===== config.mk =====
export PLATFORM = sky130hd
export DESIGN_NAME = usr_cmd_sequencer
export DESIGN_NICKNAME = d
export VERILOG_FILES = /design/src/rtl/usr_seq_pkg.sv /design/src/rtl/usr_seq_fifo.sv /design/src/rtl/usr_cmd_sequencer.sv
export SDC_FILE = /design/constraint.sdc
export NUM_CORES = 1
export LEC_CHECK = 0
export ABC_AREA = 1
export CORE_MARGIN = 4
export CORE_UTILIZATION = 35
export CTS_CLUSTER_SIZE = 25
export DETAILED_ROUTE_END_ITERATION = 12
export HOLD_SLACK_MARGIN = 0.06
export PLACE_DENSITY = 0.53
export SLEW_MARGIN = 20
export SYNTH_ARGS = -nofsm -noshare
export SYNTH_HDL_FRONTEND = slang
export SYNTH_SLANG_ARGS = --single-unit
export TNS_END_PERCENT = 30

===== constraint.sdc =====
create_clock -name clk -period 2.9 [get_ports clk]
set_clock_uncertainty 0.15 [all_clocks]
set_input_delay 0.29 -clock clk [delete_from_list [all_inputs] [get_ports clk]]
set_output_delay 0.29 -clock clk [all_outputs]
set_load 0.03 [all_outputs]

===== src/rtl/usr_seq_pkg.sv =====
// usr_seq_pkg: shared encodings for the shift-register command sequencer.
// Op codes match the ctrl[1:0] input of the 4-bit universal shift register.
package usr_seq_pkg;

    typedef enum logic [1:0] {
        OP_HOLD = 2'b00,
        OP_ROTR = 2'b01,
        OP_ROTL = 2'b10,
        OP_LOAD = 2'b11
    } op_e;

    typedef enum logic [1:0] {
        ST_IDLE = 2'b00,
        ST_EXEC = 2'b01,
        ST_DONE = 2'b10
    } state_e;

    localparam int DEF_CNT_W = 8;
    localparam int ENTRY_W   = 2 + 4 + DEF_CNT_W;

    // Entry layout is {op, data, repeat}
    function automatic int entry_width(input int cnt_w);
        return 2 + 4 + cnt_w;
    endfunction

endpackage


===== src/rtl/usr_seq_fifo.sv =====
// usr_seq_fifo: synchronous command FIFO with flush and recirculation.
// Level is a separate counter; full/empty are derived from it only.
module usr_seq_fifo #(
    parameter int DEPTH = 8,
    parameter int W     = 14,
    parameter int LW    = $clog2(DEPTH) + 1
) (
    input  logic          clk,
    input  logic          reset,
    input  logic          push,
    input  logic          pop,
    input  logic          flush,
    input  logic [W-1:0]  din,
    output logic [W-1:0]  dout,
    output logic [LW-1:0] level
);
    localparam int AW = $clog2(DEPTH);
    localparam logic [LW-1:0] FULL_LVL = LW'(DEPTH);

    logic [W-1:0]  mem [DEPTH];
    logic [AW-1:0] wr_ptr;
    logic [AW-1:0] rd_ptr;
    logic          full;
    logic          empty;
    logic          do_push;
    logic          do_pop;

    assign full    = (level == FULL_LVL);
    assign empty   = (level == '0);
    // A full FIFO still accepts a write when the head leaves in the same cycle
    assign do_push = push && (!full || pop);
    assign do_pop  = pop && !empty;
    assign dout    = mem[rd_ptr];

    // Storage write; the head is read before it can be overwritten
    always_ff @(posedge clk) begin
        if (do_push && !flush)
            mem[wr_ptr] <= din;
    end

    // Pointer and level bookkeeping; flush wins over push/pop
    always_ff @(posedge clk or posedge reset) begin
        if (reset) begin
            wr_ptr <= '0;
            rd_ptr <= '0;
            level  <= '0;
        end else if (flush) begin
            wr_ptr <= '0;
            rd_ptr <= '0;
            level  <= '0;
        end else begin
            if (do_push)
                wr_ptr <= wr_ptr + 1'b1;
            if (do_pop)
                rd_ptr <= rd_ptr + 1'b1;
            if (do_push && !do_pop)
                level <= level + 1'b1;
            else if (do_pop && !do_push)
                level <= level - 1'b1;
        end
    end

endmodule


===== src/rtl/usr_cmd_sequencer.sv =====
// usr_cmd_sequencer: plays queued {op,data,repeat} commands into the shift register.
// Optional USR_SEQ_LOOP_EN adds a loop input that replays the queue indefinitely.
module usr_cmd_sequencer
    import usr_seq_pkg::*;
#(
    parameter int DEPTH = 8,
    parameter int CNT_W = DEF_CNT_W
) (
    input  logic                     clk,
    input  logic                     reset,
    input  logic                     cmd_valid,
    output logic                     cmd_ready,
    input  logic [1:0]               cmd_op,
    input  logic [3:0]               cmd_data,
    input  logic [CNT_W-1:0]         cmd_rpt,
    input  logic                     start,
    input  logic                     abort,
`ifdef USR_SEQ_LOOP_EN
    input  logic                     loop,
`endif
    output logic [1:0]               ctrl,
    output logic [3:0]               d,
    output logic                     busy,
    output logic                     done,
    output logic [$clog2(DEPTH):0]   level
);
    localparam int EW = entry_width(CNT_W);
    localparam int LW = $clog2(DEPTH) + 1;
    localparam logic [LW-1:0] FULL_LVL = LW'(DEPTH);

    state_e           state;
    logic [CNT_W-1:0] cur_cnt;
    logic [EW-1:0]    head;
    logic [EW-1:0]    fifo_din;
    logic             empty;
    logic             full;
    logic             pop;
    logic             ext_push;
    logic             recirc;
    logic             fifo_push;

    assign empty = (level == '0);
    assign full  = (level == FULL_LVL);

    // Head leaves on start from IDLE or on the last hold cycle in EXEC
    assign pop = !abort && !empty &&
                 ((state == ST_IDLE && start) ||
                  (state == ST_EXEC && cur_cnt == '0));

`ifdef USR_SEQ_LOOP_EN
    // Looping rewrites each popped entry at the tail; the start cycle
    // is blocked too so its recirculating pop never meets a host push
    assign recirc    = pop && loop;
    assign cmd_ready = !full && !(loop && (busy || start));
`else
    assign recirc    = 1'b0;
    assign cmd_ready = !full;
`endif

    assign ext_push  = cmd_valid && cmd_ready && !abort;
    assign fifo_push = ext_push || recirc;
    assign fifo_din  = recirc ? head : {cmd_op, cmd_data, cmd_rpt};

    usr_seq_fifo #(
        .DEPTH (DEPTH),
        .W     (EW),
        .LW    (LW)
    ) u_fifo (
        .clk   (clk),
        .reset (reset),
        .push  (fifo_push),
        .pop   (pop),
        .flush (abort),
        .din   (fifo_din),
        .dout  (head),
        .level (level)
    );

    // Playback FSM with registered shift-register drive and status
    always_ff @(posedge clk or posedge reset) begin
        if (reset) begin
            state   <= ST_IDLE;
            cur_cnt <= '0;
            ctrl    <= OP_HOLD;
            d       <= '0;
            busy    <= 1'b0;
            done    <= 1'b0;
        end else if (abort) begin
            state   <= ST_IDLE;
            cur_cnt <= '0;
            ctrl    <= OP_HOLD;
            d       <= '0;
            busy    <= 1'b0;
            done    <= 1'b0;
        end else begin
            unique case (state)
                ST_IDLE: begin
                    done <= 1'b0;
                    if (pop) begin
                        ctrl    <= head[EW-1 -: 2];
                        d       <= head[CNT_W+3 : CNT_W];
                        cur_cnt <= head[CNT_W-1:0];
                        busy    <= 1'b1;
                        state   <= ST_EXEC;
                    end
                end
                ST_EXEC: begin
                    if (cur_cnt != '0) begin
                        cur_cnt <= cur_cnt - 1'b1;
                    end else if (pop) begin
                        ctrl    <= head[EW-1 -: 2];
                        d       <= head[CNT_W+3 : CNT_W];
                        cur_cnt <= head[CNT_W-1:0];
                    end else begin
                        ctrl  <= OP_HOLD;
                        d     <= '0;
                        busy  <= 1'b0;
                        done  <= 1'b1;
                        state <= ST_DONE;
                    end
                end
                ST_DONE: begin
                    done  <= 1'b0;
                    state <= ST_IDLE;
                end
                default: begin
                    ctrl  <= OP_HOLD;
                    d     <= '0;
                    busy  <= 1'b0;
                    done  <= 1'b0;
                    state <= ST_IDLE;
                end
            endcase
        end
    end

endmodule


* Yosys cells after proc, flatten, opt, wreduce, memory -nomap -nowiden
Memories as Yosys holds them, arrays and structs flattened.
Index checks and enable logic that the tools add are counted.
** Cells by class
- Eq/ne operators :: 7
- $add $sub $neg :: 5
- Multiplexer cells :: 37
- Reductions and logical operators :: 30
** Operator list (count)
- 4-bit two-way mux :: 7
- 8-bit two-way mux :: 3
- 2-bit two-way mux :: 8
- 8-bit case mux with 2 select lines :: 1
- 3-bit two-way mux :: 4
- 4-bit case mux with 3 select lines :: 1
- 1-bit logical AND :: 11
- 1-bit two-way mux :: 10
- 8-bit logical NOT :: 1
- 8-bit nonzero test :: 1
- 8-bit by 1-bit subtractor with 8-bit output, second input constant :: 1
- 3-bit by 1-bit adder with 3-bit output, second input constant :: 2
- 3-bit inequality test, second input constant :: 2
- 2-bit case mux with 3 select lines :: 1
- 3-bit AND reduction :: 2
- 3-bit nonzero test :: 2
- 1-bit logical NOT :: 5
- 4-bit by 1-bit adder with 4-bit output, second input constant :: 1
- 4-bit == test, second input constant :: 1
- 4-bit logical NOT :: 1
- 2-bit case mux with 2 select lines :: 1
- 4-bit AND reduction :: 1
- 2-bit nonzero test :: 2
- 4-bit by 1-bit subtractor with 4-bit output, second input constant :: 1
- 8 further kinds :: 9
** Word-level totals
- Output and inout port bits :: 13
- Register bits :: 28
- Input bits :: 19
- Bits in writable memories :: 112
- Memories kept :: 1
- Logic and storage cells :: 89
** Memory list
- u_fifo.mem :: words 8, width 14, read ports 1, clocked after Yosys merged registers in 0, write ports 1, RTL line usr_seq_fifo.sv:20 : logic [W-1:0] mem [DEPTH];

* Longest topological paths before layout
- Word-level depth :: 11
- Gate-level depth with buffers :: 18
- Mapped depth without buffers :: 18

* Hierarchy
A second synthesis with hierarchy kept.
** Second synthesis, totals
- Cells, all modules :: 579
- Area, all modules :: 6254.7 µm²
** By module, submodules not included
- usr_seq_fifo :: instances 1, seq. area each 3613.5 µm², area each 5089.9 µm², cells an instance 411
- usr_cmd_sequencer :: instances 1, seq. area each 450.4 µm², area each 1164.9 µm², cells an instance 168

* Least setup slack after synthesis
Ideal clock, no wire load.
- Path type :: reg-to-reg
- Start :: register u_fifo.level[0]
- End :: register u_fifo.level[3]
- Path slack :: 0.454 ns
- Data required time :: 2.632 ns
- Cell stages (with the launch flop) :: 15
- Buffers on the path :: 0
- Arrival :: 2.178 ns
- Period minus slack after synthesis :: 2.446 ns
- Library setup time :: 0.118 ns
- Path through :: dfrtp_1 > nor2_1 > nand3_2 > nand3_4 > inv_1 > nand2_2 > ha_1 > a21oi_1 > nand3_1 > nand2_1 > inv_1 > nand2_1 > nand2_1 > nand2_1 > nand2_1
** On the way
- Elaborated cells between the ends (all ways) :: 21
- Classes of those cells :: 2 x add/sub; 1 x eq/ne; 3 x mux; 15 x reduce/logical
** RTL lines
- from (decl) :: RTL line usr_seq_fifo.sv:15 : output logic [LW-1:0] level
- from (signal assigned) :: RTL line usr_seq_fifo.sv:57 : level <= level + 1'b1;
- from (signal assigned) :: RTL line usr_seq_fifo.sv:59 : level <= level - 1'b1;
- 4-bit == test (*) :: RTL line usr_cmd_sequencer.sv:43 : assign full = (level == FULL_LVL);
- 1-bit logical NOT (*) :: RTL line usr_cmd_sequencer.sv:57 : assign cmd_ready = !full;
- named net cmd_ready :: RTL line usr_cmd_sequencer.sv:12 : output logic cmd_ready,
- 1-bit logical AND (2 in a row) :: RTL line usr_cmd_sequencer.sv:60 : assign ext_push = cmd_valid && cmd_ready && !abort;
- 1-bit logical AND (*) :: RTL line usr_seq_fifo.sv:31 : assign do_push = push && (!full || pop);
- 1-bit logical AND or 1-bit logical NOT (tied branches) :: RTL line usr_seq_fifo.sv:56, usr_seq_fifo.sv:58
- 4-bit two-way mux or 1-bit logical AND (tied branches) :: RTL line usr_seq_fifo.sv:56, usr_seq_fifo.sv:58
- 4-bit two-way mux or 3-bit nonzero test (tied branches)
Mark *: on every way through the listed nets, which the timed path passes. The rest lies on a longest branch. The select of a mux whose other input is x is not followed.
A chain may end at the register's enable or synchronous reset.

* Final worst setup path
- Start :: register cur_cnt[0]
- End :: register u_fifo.level[3]
** On the way
- Word-level cells in the longest chain between the ends :: 9
- Elaborated cells between the ends (all ways) :: 14
- Classes of those cells :: 2 x mux; 12 x reduce/logical
** RTL lines
- from (decl) :: RTL line usr_cmd_sequencer.sv:32 : logic [CNT_W-1:0] cur_cnt;
- from (signal assigned) :: RTL line usr_cmd_sequencer.sv:102 : cur_cnt <= head[CNT_W-1:0];
- from (signal assigned) :: RTL line usr_cmd_sequencer.sv:109 : cur_cnt <= cur_cnt - 1'b1;
- from (signal assigned) :: RTL line usr_cmd_sequencer.sv:113 : cur_cnt <= head[CNT_W-1:0];
- 8-bit logical NOT (*) :: RTL line usr_cmd_sequencer.sv:48 : (state == ST_EXEC && cur_cnt == '0));
- 1-bit logical AND (*) :: RTL line usr_cmd_sequencer.sv:48
- 1-bit logical OR (*) :: RTL line usr_cmd_sequencer.sv:47 : ((state == ST_IDLE && start) ||
- 1-bit logical AND (*) :: RTL line usr_cmd_sequencer.sv:46 : assign pop = !abort && !empty &&
- 1-bit logical OR or 1-bit logical AND (tied branches) :: RTL line usr_seq_fifo.sv:31, usr_seq_fifo.sv:32
- 1-bit logical AND or 1-bit logical NOT (tied branches) :: RTL line usr_seq_fifo.sv:31, usr_seq_fifo.sv:56
- 1-bit logical AND or 1-bit logical NOT (tied branches) :: RTL line usr_seq_fifo.sv:56, usr_seq_fifo.sv:58
- 4-bit two-way mux or 1-bit logical AND (tied branches) :: RTL line usr_seq_fifo.sv:56, usr_seq_fifo.sv:58
- 4-bit two-way mux or 3-bit nonzero test (tied branches)
Every way passes the cells marked *; elsewhere a longest branch is shown, timed or not.

==> results by group <==
Critical path
  – Crit path launch type: flip-flop
  – CP arrival: 2530 ps
  – Setup crit end kind: flip-flop
  – R2R cell count: 17
  – Max FO, Critical Path: 9
  – Critical path class: flip-flop to flip-flop
  – Reg2Reg Setup Slack: 520 ps
  – FF-to-FF End: u_fifo.level[3]$_DFFE_PP0P_
  – Worst Path Required: 3050 ps
  – FF-to-FF Start: cur_cnt[0]$_DFFE_PP0P_

Final layout
  – Post-route cell area: 0.00738 sq mm
  – Layout Nets: 672
  – Filler Cell Count: 1,632
  – Synth-to-Final Area Change: 19.1%
  – Fin util: 42.5%
  – Share of cells above drive strength 1: 10.2%
  – Antenna cells: 0

Power and ir drop
  – Switching portion of total power: 33.2%
  – Logic pwr share: 28.7%
  – Clock power frac: 32.9%
  – Share of total power in sequential cells: 38.4%
  – Internal Power: 0.00432 W
  – VDD IR max: 0.000395 V
  – Leakage: 2.98 nW
  – Power Density: 876 mW/mm^2
  – Switch Pwr: 0.00214 W

Global route
  – Initial antenna violation count: 0
  – Grt peak-use layer: met2
  – Met1 Use GR: 19.4%
  – Vias in the first global route: 4,380
  – Met3 Use GR: 3.02%
  – GR Util met2: 23.9%
  – Total track usage: 14.9%
  – Largest net degree at the start of global routing: 59
  – GRT overflow: 0
  – First-pass GRT wire length: 22,900 um

Route
  – Via/cell ratio: 4.86
  – Initial drt markers: 299
  – Drc violations: 0
  – Routed vias: 4,294
  – DRT antenna net count: 0
  – Avg WL per Cell: 15.9 um
  – First-pass iteration count of the detailed router: 5
  – Routed wire length: 14,000 um

Floorplan
  – Die height: 141 um
  – Core ar.: 0.0174 sq mm
  – Rows: 48
  – DIE WIDTH: 141 um
  – Initial Util: 35.7%
  – I/O pin count: 32
  – Die area: 0.0199 sq mm

Yosys
  – Synthesized cell area: 0.00620 sq mm
  – Cells after Synth: 601
  – Yosys reg bits: 140
  – Ys Warns: 0
  – Synth cell types: 30
  – Syn Nets: 627
  – Avg Inst Size Synth: 10.3 sq um
  – Sequential element share of the synthesized area: 65.6%

Place
  – PortBufs: 31
  – Gpl congestion: 0.812
  – Placed cell areas: 0.00680 sq mm
  – Pre-CTS WS: 340 ps
  – DP HPWL: 8290 um

Clock tree
  – CTS Buffer Depth: 2
  – Post-cts sizing count: 0
  – CTS tree: done
  – Worst skew pair latency: 410 ps
  – Setup Buffers After CTS: 0
  – Clock Tree Root: clkbuf_16
  – Total CTS buffers: 17
  – H-Tree Level Count: 4
  – Clk sinks: 140
  – Hold_buf cts: 0
  – Clk slew on worst S/H paths: 60 ps

Timing
  – Fmax: 420 MHz
  – Fin crit period: 2380 ps
  – Final Hold Viols: 0
  – Fin. max-slew vios: 0
  – Period utilization: 82.0%
  – Worst-Margin Slew: 661 ps
  – Final number of setup-violating endpoints: 0
  – Setup TNS: 0 ps
  – Slew margin rel.: 55.9%
  – Final worst-path setup slack: 521 ps
  – Unrepaired setup endpoints after global routing: false

Min path
  – Worst hold path class: input pin to asynchronous set/reset pin

Job
  – Max Cap Viol: 0

Run status
  – Run status: finished, final reports clean
[worst max path at each step]
| stage | slack (ps) | to | cells after the start | start |
|---|---|---|---|---|
| 6_report | 520 | u_fifo.level[3]$_DFFE_PP0P_ | 17 | cur_cnt[0]$_DFFE_PP0P_ |
| 5_1_grt | 220 | u_fifo.level[3]$_DFFE_PP0P_ | 17 | cur_cnt[1]$_DFFE_PP0P_ |
| 4_1_cts | 490 | u_fifo.level[3]$_DFFE_PP0P_ | 17 | cur_cnt[0]$_DFFE_PP0P_ |
| 3_5_place_dp | 340 | u_fifo.level[3]$_DFFE_PP0P_ | 14 | abort |
| 3_3_place_gp | 390 | u_fifo.level[3]$_DFFE_PP0P_ | 14 | abort |
| 2_1_floorplan | 450 | u_fifo.level[3]$_DFFE_PP0P_ | 14 | u_fifo.level[0]$_DFFE_PP0P_ |
[sequential cells by signal, indices dropped and copies added, names as in the netlist]
register / count
cur_cnt: 8
u_fifo.rd_ptr: 3
done: 1
state: 2
d: 4
ctrl: 2
u_fifo.wr_ptr: 3
busy: 1
u_fifo.level: 4
u_fifo.mem: 112
[layout by cell type (no fill, tap or decap)]
cell and n:
o21ai_0 24, nor2_1 37, a21oi_4 1, nand4_1 9
nand2_4 1, clkbuf_1 1, clkinvlp_4 3, fa_1 1
o22ai_1 8, buf_4 19, xnor2_1 1, dfrtp_1 28
nand2_1 221, a21oi_1 5, a31oi_1 1, clkbuf_16 17
edfxtp_1 112, inv_2 4, bufinv_16 3, clkinv_1 3
nand2_2 6, xor2_1 3, clkinv_4 2, nand3_4 2
inv_1 30, ha_1 6, nor3_1 1, nor2_4 2
clkdlybuf4s50_1 31, nand3_1 69, nor3_2 1, clkinv_2 2
nand3_2 3, nor2_2 1
[synth_stat cells]
master	count	area (sq um)
ha_1	6	75.1
inv_2	4	15.0
nor2_1	37	139
nand2_1	221	830
a21oi_4	1	16.3
nor2_2	1	6.26
nand3_2	3	30.0
nand3_4	2	35.0
clkbuf_1	7	26.3
nand2_2	6	37.5
nor3_1	1	5.00
xnor2_1	1	8.76
o21ai_0	24	120
inv_1	30	113
o22ai_1	8	50.1
nor3_2	1	10.0
edfxtp_1	112	3360
nor2_4	2	22.5
nand2_4	1	11.3
fa_1	1	20.0
xor2_1	3	26.3
buf_6	2	22.5
nand3_1	69	345
dfrtp_1	28	701
a31oi_1	1	6.26
buf_2	13	65.1
buf_1	1	3.75
nand4_1	9	56.3
clkbuf_8	1	13.8
a21oi_1	5	25.0
[worst max-delay path, cell delays in order, from the launching register on]
cell and delay (ps):
dfrtp_1 400, inv_1 120, ha_1 150, inv_1 50, nor2_1 130, nand3_2 90
nand2_2 70, nand2_2 60, nand2_2 160, ha_1 290, a21oi_1 170, nand3_1 90
nand2_1 90, inv_1 40, nand2_1 50, nand2_1 50, nand2_1 50, nand2_1 50
[area by class of cell]
| cell class | count | area (sq um) | area share (%) |
|---|---|---|---|
| inverters | 34 | 128 | 1.73 |
| multi-input cells | 403 | 1880 | 25.4 |
| well taps | 225 | 282 | 3.81 |
| clock inverters | 13 | 151 | 2.05 |
| repair buffers | 50 | 453 | 6.14 |
| clock buffers | 18 | 429 | 5.81 |
| flip-flops and latches | 140 | 4060 | 55.1 |
[kinds of logic after synthesis]
family | share of synthesized area (%)
AOI/OAI and AO/OA | 3.51
adders and majority gates | 1.53
DFF | 65.6
buffers and inverters | 4.18
xor gates and xnor gates | 0.565
and+or+nand+nor | 24.6
[routing by layer]
metal | vias up | wire length, um
met4 | 0 | 408
li1 | 2120 | -
met2 | 99 | 6520
met5 | - | 0
met3 | 27 | 596
met1 | 2048 | 6490
[metrics by stage]
stage                     hold WS [ps]  total power (W)  instances
after floorplan                    205          0.00384        601
after global placement             309          0.00437        852
after detailed placement           313          0.00439        852
after CTS                          115          0.00653        883
after global routing               152          0.00686        883
final                              111          0.00647        883
[power groups by stage]
| stage | Sequential, W | Clock (W) | Combinational (W) |
|---|---|---|---|
| after global placement | 0.00252 | 0 | 0.00185 |
| after global routing | 0.00251 | 0.00226 | 0.00210 |
| after floorplan | 0.00263 | 0 | 0.00121 |
| after detailed placement | 0.00252 | 0 | 0.00187 |
| after CTS | 0.00248 | 0.00217 | 0.00188 |
| final | 0.00249 | 0.00213 | 0.00186 |
(Power assumes the default switching activity.)
